<file path="src/rtl/pong_pkg.sv">
// Shared pong constants and the Y-position updater state encoding.
// Default sizes match the checkers that consume the positions.
package pong_pkg;

  localparam int SCREEN_HEIGHT_D     = 480;
  localparam int PLAYER_HEIGHT_LOG_D = 9;
  localparam int PLAYER_LEN_D        = 64;
  localparam int BALL_HEIGHT_LOG_D   = 9;
  localparam int BALL_PIXSIZE_D      = 8;
  localparam int PLAYER_SPEED_D      = 4;
  localparam int BALL_SPEED_Y_D      = 2;
  localparam int MAX_BALL_SPEED_Y_D  = 6;

  localparam int YPU_IDLE     = 0;
  localparam int YPU_SAMPLE   = 1;
  localparam int YPU_UPD_P1   = 2;
  localparam int YPU_UPD_P2   = 3;
  localparam int YPU_UPD_BALL = 4;
  localparam int YPU_WAIT_LOW = 5;
  localparam int YPU_N        = 6;

  typedef enum logic [YPU_N-1:0] {
    S_IDLE     = YPU_N'(1 << YPU_IDLE),
    S_SAMPLE   = YPU_N'(1 << YPU_SAMPLE),
    S_UPD_P1   = YPU_N'(1 << YPU_UPD_P1),
    S_UPD_P2   = YPU_N'(1 << YPU_UPD_P2),
    S_UPD_BALL = YPU_N'(1 << YPU_UPD_BALL),
    S_WAIT_LOW = YPU_N'(1 << YPU_WAIT_LOW)
  } ypu_state_e;

endpackage

</file>
<file path="src/rtl/pong_y_pos_updater_paddle_stepper.sv">
// pong_paddle_stepper: one frame of paddle motion, clamped to screen.
// Both or neither button pressed leaves the paddle where it is.
module pong_paddle_stepper #(
  parameter int PLAYER_HEIGHT_LOG = 9,
  parameter int PLAYER_LEN        = 64,
  parameter int SCREEN_HEIGHT     = 480,
  parameter int PLAYER_SPEED      = 4
) (
  input  logic [PLAYER_HEIGHT_LOG-1:0] pos,
  input  logic                         up,
  input  logic                         down,
  output logic [PLAYER_HEIGHT_LOG-1:0] nextPos
);

  localparam int W = PLAYER_HEIGHT_LOG + 1;
  localparam logic [W-1:0] PMAX = W'(SCREEN_HEIGHT - PLAYER_LEN);
  localparam logic [W-1:0] SPD  = W'(PLAYER_SPEED);

  logic [W-1:0] posW;
  logic [W-1:0] sum;

  // Extra headroom bit keeps the down-sum from wrapping before the clamp.
  always_comb begin
    posW    = {1'b0, pos};
    sum     = posW + SPD;
    nextPos = pos;
    if (up && !down) begin
      nextPos = (posW < SPD) ? '0 : PLAYER_HEIGHT_LOG'(posW - SPD);
    end else if (down && !up) begin
      nextPos = (sum > PMAX) ? PLAYER_HEIGHT_LOG'(PMAX)
                             : PLAYER_HEIGHT_LOG'(sum);
    end
  end

endmodule

</file>
<file path="src/rtl/pong_y_pos_updater.sv">
// Per-frame Y-position producer: paddles, ball, bounce and serve.
// Optional macro PONG_BALL_SPEEDUP_EN: ball speeds up on each bounce.
module pong_y_pos_updater
  import pong_pkg::*;
#(
  parameter int SCREEN_HEIGHT     = SCREEN_HEIGHT_D,
  parameter int PLAYER_HEIGHT_LOG = PLAYER_HEIGHT_LOG_D,
  parameter int PLAYER_LEN        = PLAYER_LEN_D,
  parameter int BALL_HEIGHT_LOG   = BALL_HEIGHT_LOG_D,
  parameter int BALL_PIXSIZE      = BALL_PIXSIZE_D,
  parameter int PLAYER_SPEED      = PLAYER_SPEED_D,
  parameter int BALL_SPEED_Y      = BALL_SPEED_Y_D,
  parameter int MAX_BALL_SPEED_Y  = MAX_BALL_SPEED_Y_D
) (
  input  logic                         CLK,
  input  logic                         RST,
  input  logic                         V_BLANK,
  input  logic                         P1_UP,
  input  logic                         P1_DOWN,
  input  logic                         P2_UP,
  input  logic                         P2_DOWN,
  input  logic                         SERVE,
  output logic [BALL_HEIGHT_LOG-1:0]   ballYPos,
  output logic [PLAYER_HEIGHT_LOG-1:0] player1Pos,
  output logic [PLAYER_HEIGHT_LOG-1:0] player2Pos,
  output logic                         ballDirDown,
  output logic                         FRAME_DONE
);

  localparam int BW = BALL_HEIGHT_LOG + 1;
  localparam logic [BW-1:0] BMAX = BW'(SCREEN_HEIGHT - BALL_PIXSIZE);
  localparam logic [BALL_HEIGHT_LOG-1:0] BCENTER =
    BALL_HEIGHT_LOG'((SCREEN_HEIGHT - BALL_PIXSIZE) / 2);
  localparam logic [PLAYER_HEIGHT_LOG-1:0] PCENTER =
    PLAYER_HEIGHT_LOG'((SCREEN_HEIGHT - PLAYER_LEN) / 2);

  ypu_state_e state;
  logic       vBlankBuf;
  logic       vbRise;
  logic [3:0] btn;
  logic       serveLatch;
  logic       serveNow;

  logic [PLAYER_HEIGHT_LOG-1:0] nextP1;
  logic [PLAYER_HEIGHT_LOG-1:0] nextP2;

  logic [BW-1:0]              spd;
  logic [BW-1:0]              bPosW;
  logic [BW-1:0]              bSum;
  logic [BALL_HEIGHT_LOG-1:0] bNext;
  logic                       bDirNext;
  logic                       bBounce;

`ifdef PONG_BALL_SPEEDUP_EN
  logic [BW-1:0] speed;
  assign spd = speed;
`else
  assign spd = BW'(BALL_SPEED_Y);
`endif

  assign vbRise   = V_BLANK && !vBlankBuf;
  assign serveNow = serveLatch || SERVE;

  pong_paddle_stepper #(
    .PLAYER_HEIGHT_LOG(PLAYER_HEIGHT_LOG),
    .PLAYER_LEN       (PLAYER_LEN),
    .SCREEN_HEIGHT    (SCREEN_HEIGHT),
    .PLAYER_SPEED     (PLAYER_SPEED)
  ) u_step1 (
    .pos    (player1Pos),
    .up     (btn[0]),
    .down   (btn[1]),
    .nextPos(nextP1)
  );

  pong_paddle_stepper #(
    .PLAYER_HEIGHT_LOG(PLAYER_HEIGHT_LOG),
    .PLAYER_LEN       (PLAYER_LEN),
    .SCREEN_HEIGHT    (SCREEN_HEIGHT),
    .PLAYER_SPEED     (PLAYER_SPEED)
  ) u_step2 (
    .pos    (player2Pos),
    .up     (btn[2]),
    .down   (btn[3]),
    .nextPos(nextP2)
  );

  // Next ball position: a pending serve overrides motion and bounce.
  always_comb begin
    bPosW    = {1'b0, ballYPos};
    bSum     = bPosW + spd;
    bNext    = ballYPos;
    bDirNext = ballDirDown;
    bBounce  = 1'b0;
    if (serveNow) begin
      bNext = BCENTER;
    end else if (ballDirDown) begin
      if (bSum >= BMAX) begin
        bNext    = BALL_HEIGHT_LOG'(BMAX);
        bDirNext = 1'b0;
        bBounce  = 1'b1;
      end else begin
        bNext = BALL_HEIGHT_LOG'(bSum);
      end
    end else begin
      if (bPosW <= spd) begin
        bNext    = '0;
        bDirNext = 1'b1;
        bBounce  = 1'b1;
      end else begin
        bNext = BALL_HEIGHT_LOG'(bPosW - spd);
      end
    end
  end

  // Update sequencer; outputs move only in the three UPD states.
  always_ff @(posedge CLK) begin
    if (RST) begin
      state       <= S_IDLE;
      vBlankBuf   <= 1'b1;
      btn         <= '0;
      serveLatch  <= 1'b0;
      player1Pos  <= PCENTER;
      player2Pos  <= PCENTER;
      ballYPos    <= BCENTER;
      ballDirDown <= 1'b1;
      FRAME_DONE  <= 1'b0;
`ifdef PONG_BALL_SPEEDUP_EN
      speed       <= BW'(BALL_SPEED_Y);
`endif
    end else begin
      vBlankBuf  <= V_BLANK;
      FRAME_DONE <= 1'b0;
      if (SERVE) serveLatch <= 1'b1;
      unique case (1'b1)
        state[YPU_IDLE]: begin
          if (vbRise) state <= S_SAMPLE;
        end
        state[YPU_SAMPLE]: begin
          btn   <= {P2_DOWN, P2_UP, P1_DOWN, P1_UP};
          state <= S_UPD_P1;
        end
        state[YPU_UPD_P1]: begin
          player1Pos <= nextP1;
          state      <= S_UPD_P2;
        end
        state[YPU_UPD_P2]: begin
          player2Pos <= nextP2;
          state      <= S_UPD_BALL;
        end
        state[YPU_UPD_BALL]: begin
          ballYPos    <= bNext;
          ballDirDown <= bDirNext;
          serveLatch  <= 1'b0;
          FRAME_DONE  <= 1'b1;
          state       <= S_WAIT_LOW;
`ifdef PONG_BALL_SPEEDUP_EN
          if (serveNow) begin
            speed <= BW'(BALL_SPEED_Y);
          end else if (bBounce && speed < BW'(MAX_BALL_SPEED_Y)) begin
            speed <= speed + 1'b1;
          end
`endif
        end
        state[YPU_WAIT_LOW]: begin
          if (!V_BLANK) state <= S_IDLE;
        end
        default: state <= S_IDLE;
      endcase
    end
  end

endmodule
</file>
<file path="config.mk">
export PLATFORM = sky130hd
export DESIGN_NAME = pong_y_pos_updater
export DESIGN_NICKNAME = d
export VERILOG_FILES = /design/src/rtl/pong_pkg.sv /design/src/rtl/pong_y_pos_updater_paddle_stepper.sv /design/src/rtl/pong_y_pos_updater.sv
export SDC_FILE = /design/constraint.sdc
export NUM_CORES = 1
export LEC_CHECK = 0
export CORE_UTILIZATION = 40
export DETAILED_ROUTE_END_ITERATION = 6
export PLACE_DENSITY = 0.64
export REMOVE_ABC_BUFFERS = 1
export SLEW_MARGIN = 20
export SYNTH_ARGS = -nofsm -noshare
export SYNTH_HDL_FRONTEND = slang
export SYNTH_SLANG_ARGS = --single-unit
</file>
<file path="constraint.sdc">
create_clock -name CLK -period 2.15 [get_ports CLK]
set_clock_uncertainty 0.15 [all_clocks]
set_input_delay 0.43 -clock CLK [delete_from_list [all_inputs] [get_ports CLK]]
set_output_delay 0.43 -clock CLK [all_outputs]
set_load 0.01 [all_outputs]
</file>
==> results_dict.tcl <==
set metrics [dict create \
    rrSetupSlack_ps 80 \
    fin_crit_sh_pct 96.3 \
    die_h_um 81.7 \
    powerDensity_mw_per_mm2 405 \
    drtAntennaViolNets 0 \
    tritoncts "yes" \
    max_clock_freq_ghz 0.483 \
    grt_max_degree 30 \
    syn_area_per_cell_um2 7.37 \
    clk_latency_ps 300 \
    grt_overflow 0 \
    syn_inst 345 \
    dp_hpwl_mm 4.86 \
    antenna_found_initial 0 \
    drive_gt1_share_pct 19.2 \
    drt-total-wl_mm 6.70 \
    hold_end "state[3]$_SDFF_PP0_" \
    min_path_cells 1 \
    grt_usage_pct 21.1 \
    slew_headroom_pct 57.6 \
    portBuffers 31 \
    ys.flop_type "dfxtp_1" \
    finalNonFillerCells 476 \
    drc_errors 0 \
    peakVddDrop_mv 0.393 \
    maxCapViolCount 0 \
    holdCritPathClass "reg -> reg" \
    holdCritStartpoint "state[2]$_SDFF_PP0_" \
    finalCriticalPeriod_ps 2070 \
    h-tree-depth 2 \
    cts_hold_buf 0 \
    setup_violations 0 \
    r2r-end "ballYPos[1]$_SDFFE_PP0P_" \
    path_class "reg -> reg" \
    cts_root_buf "clkbuf_8" \
    yosysUniqueCellTypes 60 \
    hold_viol 0 \
    die_w_um 81.7 \
    slew_violations 0 \
    worst_slew_pin_slew_ps 630 \
    synthesis.area_mm2 0.00254 \
    r2r_cells 8 \
    gp_congestion 0.902 \
    yosys_warnings 0 \
    synth_edf_count 0 \
    clock_path_buffers 2 \
    critPathArrivalTime_ps 2110 \
    synthArstFlopShare_pct 0 \
    critPathRequiredTime_ps 2190 \
    cts.sinks 36 \
    io_pins 37 \
    placed_cells 468 \
    p_leak_uw 0.00118 \
    coreArea_mm2 0.00603 \
    num_vias 2721 \
    drtIter0Drc 164 \
    wl_per_cell_um 14.1 \
    rsz0062_at_grt "true" \
    r2r_start "ballYPos[1]$_SDFFE_PP0P_" \
    fin_nets 417 \
    rows 28 \
    post-cts-setup-buffer-count 0 \
    syn_to_final_growth_pct 30.9 \
    start_kind "flip-flop" \
    ys_seq_area_share_pct 28.4 \
    grt_pass1_vias 2304 \
    num_antenna_cells 0 \
    clk_pin_slew_ps 70 \
    cp_max_fo 5 \
    dpl_cell_area_mm2 0.00316 \
    grt_pass1_wl_mm 11.0 \
    start_util_pct 42.2 \
    status "finished, final reports clean" \
    cts_buffers 5 \
    die-area_mm2 0.00668 \
    final_area_mm2 0.00333 \
    avgViaCountPerCell 5.72 \
    crit_path_end_kind "flip-flop" \
    first_pass_iters 5 \
    ys_ff_latch 36 \
]
-- layer usage --
layer / vias to the layer above / GRT usage (%) / share of wire [%]
met1: 1268 / 31.3 / 50
met2: 87 / 30.2 / 43
li1: 1356 / - / -
met4: 0 / 8.07 / 1.3
met3: 10 / 3.44 / 4.9
met5: - / 0 / 0
-- logic make-up after synthesis --
kind of cell,share of synthesized area (%)
other cells,0.148
buf+inv,8.17
compound gates,25.6
simple gates,26.7
mux,4.53
xor+xnor,2.07
flops,28.4
fa+ha+maj,4.43
-- critical path, cell delays in order (launching register included) --
cell	delay [ps]
dfxtp_1	340
ha_2	220
buf_4	150
nor4_1	350
a211oi_2	90
o31ai_2	220
buf_4	160
o21ai_0	90
a22o_1	200
-- metrics by stage --
step                      worst slack [ps]  TNS (ps)  util [%]  total power (µW)  hold slack, ps
after floorplan                      -75.8      -135         -               720             310
after global placement                59.7         0      52.4               755             327
after detailed placement              40.8         0      52.4               756             340
after CTS                             29.0         0      54.3              1360             355
after global routing                 -19.2     -31.5      55.2              1400             375
final                                 78.7         0      55.2              1350             351
-- Yosys cell counts, drive strengths merged (3+ instances only) --
master	count	share of area, %
dfxtp	36	28
nor2	33	4.9
a21oi	30	5.9
nand2	26	3.8
o21ai	26	5.1
clkbuf	19	2.9
inv	14	2.1
buf	13	3.2
nand3	12	2.4
nor3	12	2.4
nor2b	10	2.5
a31oi	9	2.2
ha	9	4.4
a211oi	8	2.4
nor4	8	2.2
mux2i	7	2.8
nand4	7	1.7
o22ai	5	1.2
and2	4	0.98
mux2	4	1.8
nand2b	4	0.98
or3	4	0.98
a311oi	3	1.0
o211ai	3	0.89
xnor2	3	1.0
xor2	3	1.0
-- power by group --
part           switching [µW]  internal (µW)  leakage, µW  total (µW)
registers                4.33            672     0.000289         677
logic                    34.8           29.3     0.000837        64.2
clock network             263            343    0.0000541         606
total                     302           1050      0.00118        1350
-- cell usage in the layout, fill, tap and decap left out, types with 3 or more instances in the layout --
| cell | count |
|---|---|
| o211ai_1 | 3 |
| nor2_1 | 33 |
| nor4_1 | 6 |
| dfxtp_2 | 4 |
| conb_1 | 5 |
| or3_1 | 4 |
| nor2b_1 | 10 |
| mux2_2 | 4 |
| inv_1 | 14 |
| buf_4 | 43 |
| ha_1 | 7 |
| clkdlybuf4s50_1 | 31 |
| nand2b_1 | 4 |
| xnor2_1 | 3 |
| a21oi_1 | 30 |
| dfxtp_1 | 32 |
| nand3_1 | 12 |
| nand4_1 | 7 |
| nand2_1 | 26 |
| a211oi_1 | 6 |
| clkbuf_8 | 5 |
| and2_1 | 3 |
| nor3_1 | 12 |
| mux2i_1 | 7 |
| o21ai_0 | 24 |
| a31oi_1 | 9 |
| o22ai_1 | 4 |
-- state kept, by name (all words and copies together) (netlist names) --
name / count
FRAME_DONE: 1
ballDirDown: 1
ballYPos: 8
btn: 4
player1Pos: 7
player2Pos: 7
serveLatch: 1
state: 6
vBlankBuf: 1
-- final cells by class --
| type | count | area, µm² |
|---|---|---|
| sequential | 36 | 726 |
| clock inverter | 3 | 42.5 |
| multi-input combinational | 267 | 1680 |
| fill | 568 | 2700 |
| timing repair buffer | 76 | 664 |
| inverter | 14 | 52.6 |
| tap | 75 | 93.8 |
| clock buffer | 5 | 68.8 |
-- repair_timing --
action                     CTS  global route
setup endpoints to repair    1            11
pin swaps                    0             1
resized for setup            1            14
-- worst max path at each step --
stage | cells past startpoint | start | slack [ps] | to
global route | 8 | ballYPos[1]$_SDFFE_PP0P_ | -20 | ballYPos[1]$_SDFFE_PP0P_
finish | 8 | ballYPos[1]$_SDFFE_PP0P_ | 80 | ballYPos[1]$_SDFFE_PP0P_
floorplan | 7 | ballYPos[1]$_SDFFE_PP0P_ | -80 | ballYPos[1]$_SDFFE_PP0P_
CTS | 8 | ballYPos[2]$_SDFFE_PP1P_ | 30 | ballYPos[5]$_SDFFE_PP1P_
detailed placement | 6 | ballYPos[3]$_SDFFE_PP1P_ | 40 | ballYPos[8]$_SDFFE_PP0P_
global placement | 8 | ballYPos[2]$_SDFFE_PP1P_ | 60 | ballYPos[5]$_SDFFE_PP1P_
Power figures use the tool's default switching activity.
